### config.mk
export PLATFORM = sky130hd
export DESIGN_NAME = btn_conditioner
export DESIGN_NICKNAME = d
export VERILOG_FILES = /design/src/rtl/btn_pkg.sv /design/src/rtl/btn_debounce.sv /design/src/rtl/btn_conditioner.sv
export SDC_FILE = /design/constraint.sdc
export NUM_CORES = 1
export LEC_CHECK = 0
export BUFFER_PORTS_ARGS = -buffer_cell sky130_fd_sc_hd__buf_2
export CORE_UTILIZATION = 53
export DETAILED_ROUTE_END_ITERATION = 8
export GPL_TIMING_DRIVEN = 0
export PLACE_DENSITY = 0.72
export SETUP_SLACK_MARGIN = 0.2
export SKIP_LAST_GASP = 1
export SYNTH_ARGS = -nofsm -noshare
export SYNTH_HDL_FRONTEND = slang
export SYNTH_SLANG_ARGS = --single-unit
### constraint.sdc
create_clock -name clk -period 2.4 [get_ports clk]
set_clock_uncertainty 0.05 [all_clocks]
set_input_delay 0.12 -clock clk [delete_from_list [all_inputs] [get_ports clk]]
set_output_delay 0.12 -clock clk [all_outputs]
set_load 0.01 [all_outputs]
### src/rtl/btn_pkg.sv
// Shared constants for the push-button conditioning stage: button bit indices
// and the raw button vector type.
package btn_pkg;

    localparam int unsigned BTN_RIGHT = 0;
    localparam int unsigned BTN_LEFT  = 1;
    localparam int unsigned BTN_UP    = 2;
    localparam int unsigned BTN_DOWN  = 3;
    localparam int unsigned BTN_SHOOT = 4;
    localparam int unsigned BTN_START = 5;
    localparam int unsigned N_BTN     = 6;

    typedef logic [N_BTN-1:0] btn_vec_t;

endpackage : btn_pkg

### src/rtl/btn_debounce.sv
// One-bit button conditioner: 2-FF synchroniser, stability counter, and a
// registered rising-edge pulse one cycle after the debounced level goes high.
module btn_debounce #(
    parameter int unsigned DEBOUNCE_CYCLES = 1_000_000,
    parameter int unsigned CNT_W           = 20
) (
    input  logic clk,
    input  logic rst,
    input  logic i_raw,
    output logic o_stable,
    output logic o_rise
);

    if (DEBOUNCE_CYCLES == 0 || (64'(1) << CNT_W) < 64'(DEBOUNCE_CYCLES)) begin : g_cnt_range
        $error("btn_debounce: CNT_W too narrow for DEBOUNCE_CYCLES");
    end

    logic             r_sync1;
    logic             r_sync2;
    logic [CNT_W-1:0] r_cnt;
    logic             r_stable;
    logic             r_stable_d;
    logic             r_rise;
    logic             w_mismatch;
    logic             w_done;

    assign w_mismatch = (r_sync2 != r_stable);
    assign w_done     = (r_cnt == CNT_W'(DEBOUNCE_CYCLES - 1));

    always_ff @(posedge clk or negedge rst) begin
        if (!rst) begin
            r_sync1 <= 1'b0;
            r_sync2 <= 1'b0;
        end else begin
            r_sync1 <= i_raw;
            r_sync2 <= r_sync1;
        end
    end

    // Accept the synchronised level only after it has disagreed for a full window.
    always_ff @(posedge clk or negedge rst) begin
        if (!rst) begin
            r_cnt    <= '0;
            r_stable <= 1'b0;
        end else if (!w_mismatch) begin
            r_cnt <= '0;
        end else if (w_done) begin
            r_cnt    <= '0;
            r_stable <= r_sync2;
        end else begin
            r_cnt <= r_cnt + CNT_W'(1);
        end
    end

    always_ff @(posedge clk or negedge rst) begin
        if (!rst) begin
            r_stable_d <= 1'b0;
            r_rise     <= 1'b0;
        end else begin
            r_stable_d <= r_stable;
            r_rise     <= r_stable & ~r_stable_d;
        end
    end

    assign o_stable = r_stable;
    assign o_rise   = r_rise;

endmodule : btn_debounce

### src/rtl/btn_conditioner.sv
// Board button front end: debounces six buttons, produces direction levels,
// a frame-held shoot request and a start-toggled run enable (BTN_AUTOFIRE_EN adds autofire).
module btn_conditioner
    import btn_pkg::*;
#(
    parameter int unsigned DEBOUNCE_CYCLES = 1_000_000,
    parameter int unsigned CNT_W           = 20,
    parameter int unsigned AUTOFIRE_FRAMES = 8
) (
    input  logic             clk,
    input  logic             rst,
    input  logic [N_BTN-1:0] btn_raw,
    input  logic             frame_tick,
    input  logic             halt,
    output logic [3:0]       press,
    output logic             shoot_req,
    output logic             run,
    output logic [N_BTN-1:0] btn_stable
);

    if (AUTOFIRE_FRAMES == 0) begin : g_af_range
        $error("btn_conditioner: AUTOFIRE_FRAMES must be nonzero");
    end

    btn_vec_t w_stable;
    btn_vec_t w_rise;
    logic     w_af_hit;
    logic     w_unused_rise;
    logic     r_shoot_req;
    logic     r_run;

    for (genvar gi = 0; gi < int'(N_BTN); gi++) begin : g_btn
        btn_debounce #(
            .DEBOUNCE_CYCLES(DEBOUNCE_CYCLES),
            .CNT_W          (CNT_W)
        ) u_debounce (
            .clk     (clk),
            .rst     (rst),
            .i_raw   (btn_raw[gi]),
            .o_stable(w_stable[gi]),
            .o_rise  (w_rise[gi])
        );
    end

    // Direction buttons only need levels; their edge pulses are not consumed.
    assign w_unused_rise = ^w_rise[BTN_DOWN:BTN_RIGHT];

`ifdef BTN_AUTOFIRE_EN
    localparam int unsigned AF_W = $clog2(AUTOFIRE_FRAMES + 1);

    logic [AF_W-1:0] r_af_cnt;

    assign w_af_hit = frame_tick && w_stable[BTN_SHOOT] && !w_rise[BTN_SHOOT]
                      && (r_af_cnt == AF_W'(AUTOFIRE_FRAMES - 1));

    // Counts frames while shoot is held; a fresh press restarts the interval.
    always_ff @(posedge clk or negedge rst) begin
        if (!rst) begin
            r_af_cnt <= '0;
        end else if (!w_stable[BTN_SHOOT] || w_rise[BTN_SHOOT]) begin
            r_af_cnt <= '0;
        end else if (frame_tick) begin
            r_af_cnt <= w_af_hit ? '0 : r_af_cnt + AF_W'(1);
        end
    end
`else
    assign w_af_hit = 1'b0;
`endif

    // Set beats clear so a request raised on a tick survives to the next frame.
    always_ff @(posedge clk or negedge rst) begin
        if (!rst) begin
            r_shoot_req <= 1'b0;
        end else if (w_rise[BTN_SHOOT] || w_af_hit) begin
            r_shoot_req <= 1'b1;
        end else if (frame_tick) begin
            r_shoot_req <= 1'b0;
        end
    end

    always_ff @(posedge clk or negedge rst) begin
        if (!rst) begin
            r_run <= 1'b0;
        end else if (halt) begin
            r_run <= 1'b0;
        end else if (w_rise[BTN_START]) begin
            r_run <= ~r_run;
        end
    end

    assign press      = w_stable[BTN_DOWN:BTN_RIGHT];
    assign btn_stable = w_stable;
    assign shoot_req  = r_shoot_req;
    assign run        = r_run;

endmodule : btn_conditioner
==> out/summary.md <==
Setup violations remaining at the end of the flow were counted as 0. Walking the worst path, the cells encountered are ha_1, nand2_1, or4_1, clkbuf_2, or4_1, a21oi_1. The layer with the highest usage after global routing is met2. Once detail routing completed, the nets flagged for antenna violations numbered 0.

The logs give 0.1174 ns for the worst slack after detailed placement and 2.69 ns for the data required time at the worst endpoint. Based on the critical path, the design can be clocked at up to 464.8 MHz. In the routed design, unresolved DRC markers number 0. Final count of hold timing violations: 0. For the worst flop-to-flop path, the logic depth is 6. The count of buffers inserted at the top-level ports works out to 21. Sequential cell area fraction in the yosys report: 52.84%. The number of clock buffers added by TritonCTS is 17. sky130_fd_sc_hd__dfrtp_1 takes more of the synthesized area than any other cell. The clock passes through at most 2 buffers.

The number of standard cells after synthesis was 687. Setup repair after global routing could not meet its margin everywhere. Wires add up to 12460 um. Library cell contributing the largest single delay on the critical path: sky130_fd_sc_hd__or4_1. Shortest period the worst path allows: 2.152 ns. The floorplan has 41 rows. The tools report the overall global routing resource usage as 20.90%. Summed over all cells, the static leakage comes to 3.264 nW. The number of levels the H-tree was split into came out at 4. Detailed placement ended at an HPWL of 8190 um. The tool flagged a number of max-cap violations equal to 0. The number of nets in the layout is 757, and the number of top-level pins is 22.

The repair_antennas step left the layout with diodes totalling 0. The global-route met1 utilization is 26.55%, and the number of warnings reported in the yosys synthesis log is 0. In this run the power density over the cells is 688.0 nW/um^2. The largest net degree at the start of global routing is 88, and the synthesized netlist net count is 703. The first TritonRoute pass finished after 4 iterations.

The via count of the first global-routing pass is 4861, and the share of the clock period used by the worst path after layout is 89.65%. In this design, the stage delay of the slowest critical-path cell is 0.52 ns. Yosys mapped the design onto 43 distinct sky130hd cell types.

The critical path class is flip-flop to flip-flop. For the data arrival time of the worst path, the log shows 2.44 ns. The first global-routing pass estimated 21890 um of wire. The synthesized area divided by synthesized cell count is 9.926 um^2.

For the area of the mapped netlist, the log shows 6819 um^2. Startpoint of the worst-slack reg-to-reg timing path: g_btn[4].u_debounce.r_cnt[0]. The peak supply drop is 733.5 uV. In the final routed layout, each cell accounts on average for 13.45 um. By area the synthesized netlist is led by sky130_fd_sc_hd__dfrtp_1, sky130_fd_sc_hd__xnor2_1, sky130_fd_sc_hd__nor2_1, sky130_fd_sc_hd__xor2_1, sky130_fd_sc_hd__nand3_1. Global routing consumed, on the met3 layer, 6.276% of the routing resources. Global routing finished with a remaining overflow of 0. The library cell used most frequently in the layout, excluding fill and tap cells, is sky130_fd_sc_hd__dfrtp_1. After detailed routing, the number of vias per cell comes to 5.495. The worst reg-to-reg setup slack is 0.25 ns, and the height of the die is 115.4 um. The tools report the end of the worst register-to-register path as g_btn[4].u_debounce.r_cnt[18].

In the synthesized netlist the async set-or-reset flop fraction comes to 100.0%. The later pin in the worst-skew pair is clocked with a latency of 0.42 ns. Counting flops with a built-in enable in the synthesized netlist gives 0. After layout, the design draws a total of 0.005495 W. Routability congestion estimate from global placement: 0.8608. The die covers 13320 um^2.

The final worst-path setup slack is 0.2483 ns, and the area share of the largest cell type after synthesis is 52.84%. In the final layout, the share of cells above drive strength 1 is 13.79%. The die is 115.4 um wide.

The run gives 0 as the max-slew violation count. The detailed router finished its first iteration with 322 violations. STA classifies the critical path startpoint as a flip-flop. The pin slew with the least headroom to its limit is 0.5803 ns. The cell with the most instances on the worst path is sky130_fd_sc_hd__or4_1. The core outline area was 12570 um^2. The flow ran to the end, and the final reports show no timing, DRC or antenna violations. TritonCTS built the clock tree. The most used flip-flop cell after synthesis is sky130_fd_sc_hd__dfrtp_1. The tools report the CTS root buffer as sky130_fd_sc_hd__clkbuf_16.

The global routing usage on met2 was 34.01%. Headroom to the max-slew limit came out at 60.96%. In this run, synthesis produced a sequential element count of 144. The type of destination of the critical path is a flip-flop. The clock-pin slew reported for the worst setup and hold paths after clock tree synthesis was 0.06 ns.

The area growth from synthesis to layout works out to 17.12%. In the layout the commonest cells are sky130_fd_sc_hd__dfrtp_1, sky130_fd_sc_hd__nor2_1, sky130_fd_sc_hd__xnor2_1, sky130_fd_sc_hd__nand3_1. The CTS sink count is 144. The tightest min-delay check is of the input pin to async pin type.

The detailed router placed 5088 vias in this run. The highest fanout seen on the critical path is 8, and the effective utilization at floorplan is 54.26%. The initial antenna violation count is 0.
-- registers in the layout, summed over array words and instances, names as in the netlist --
name	flops
g_btn.u_debounce.r_sync2	6
g_btn.u_debounce.o_stable	6
g_btn.u_debounce.r_stable_d	2
g_btn.u_debounce.r_cnt	120
g_btn.u_debounce.r_sync1	6
run	1
shoot_req	1
g_btn.u_debounce.o_rise	2
-- repair_timing --
action	in CTS	in global routing
hold buffers	9	0
pin swaps	0	2
endpoints found under the hold margin	65	0
resized for setup	2	20
setup buffers	0	4
endpoints found under the setup margin	11	50
-- Yosys cell counts, drive strengths merged, types with 2 or more instances --
master and instances:
or2 7, o31ai 20, nor4b 3, nand3 48, and3 8, and2 4
buf 18, nor4 18, nor4bb 2, dfrtp 144, xnor2 45, nand2 38
or3 24, clkbuf 14, inv 25, or4b 4, o21ai 23, xor2 30
nor3 19, mux2 6, nand4 19, nor2 86, or4 24, and4 2
nor2b 4, a21oi 40, ha 6
-- worst max path at each step --
stage | start | cells past startpoint | end | slack [ns]
final | g_btn[4].u_debounce.r_cnt[0] | 6 | g_btn[4].u_debounce.r_cnt[18] | 0.25
after detailed placement | g_btn[4].u_debounce.r_cnt[15] | 5 | g_btn[4].u_debounce.r_cnt[5] | 0.12
after CTS | g_btn[0].u_debounce.r_cnt[0] | 6 | g_btn[0].u_debounce.r_cnt[18] | 0.21
after global routing | g_btn[4].u_debounce.r_cnt[0] | 6 | g_btn[4].u_debounce.r_cnt[18] | 0.12
after global placement | rst | 1 | g_btn[0].u_debounce.r_cnt[7] | -0.82
after floorplan | g_btn[0].u_debounce.r_cnt[0] | 6 | g_btn[0].u_debounce.r_cnt[18] | 0.37
-- critical path: cells and delay by family (launching register included) --
family / cells / cell delay (ns)
simple gates: 3 / 1.10
flops: 1 / 0.38
fa+ha+maj: 1 / 0.21
buf+inv: 1 / 0.17
compound gates: 1 / 0.16
-- logic make-up after synthesis --
kind of cell	after synthesis	synth area share (%)
buf+inv	57	3.835
mux	6	0.9908
fa+ha+maj	6	1.101
simple gates	313	24.35
flops	144	52.84
xor+xnor	75	9.633
compound gates	86	7.248
-- routing by layer --
metal  wire length [um]  up-vias  part of all wire (%)
li1                   -     2523                     -
met5                  0        -                     0
met2               6089       62                    49
met3                342       10                   2.7
met1               5915     2493                    47
met4                111        0                  0.89
-- through the flow --
| step | area [um^2] | TNS, ns | util [%] | cells | hold WS (ns) |
|---|---|---|---|---|---|
| after floorplan | 6819 | 0 | - | 687 | -0.2256 |
| after global placement | 7139 | -116.32 | 56.80 | 880 | 0.1784 |
| after detailed placement | 7173 | 0 | 57.07 | 881 | 0.07327 |
| after CTS | 7911 | 0 | 62.95 | 922 | 0.1983 |
| after global routing | 7986 | 0 | 63.54 | 926 | 0.2403 |
| final | 7986 | 0 | 63.54 | 926 | 0.1929 |
-- where the power goes --
group | leakage (nW) | internal, W | switching (W)
Combinational | 0.987 | 0.0000640 | 0.000112
Sequential | 1.97 | 0.00246 | 0.0000332
Clock | 0.309 | 0.00185 | 0.000973
Total | 3.26 | 0.00438 | 0.00112
-- area by class of cell --
type	count	area, um^2
timing repair buffer	35	259.0
multi-input combinational	486	2994
clock inverter	9	153.9
inverter	25	93.84
clock buffer	23	488.0
fill	1001	4582
tap	172	215.2
buffer	32	177.7
sequential	144	3605
Note: power is estimated with default switching activity, not from simulation.
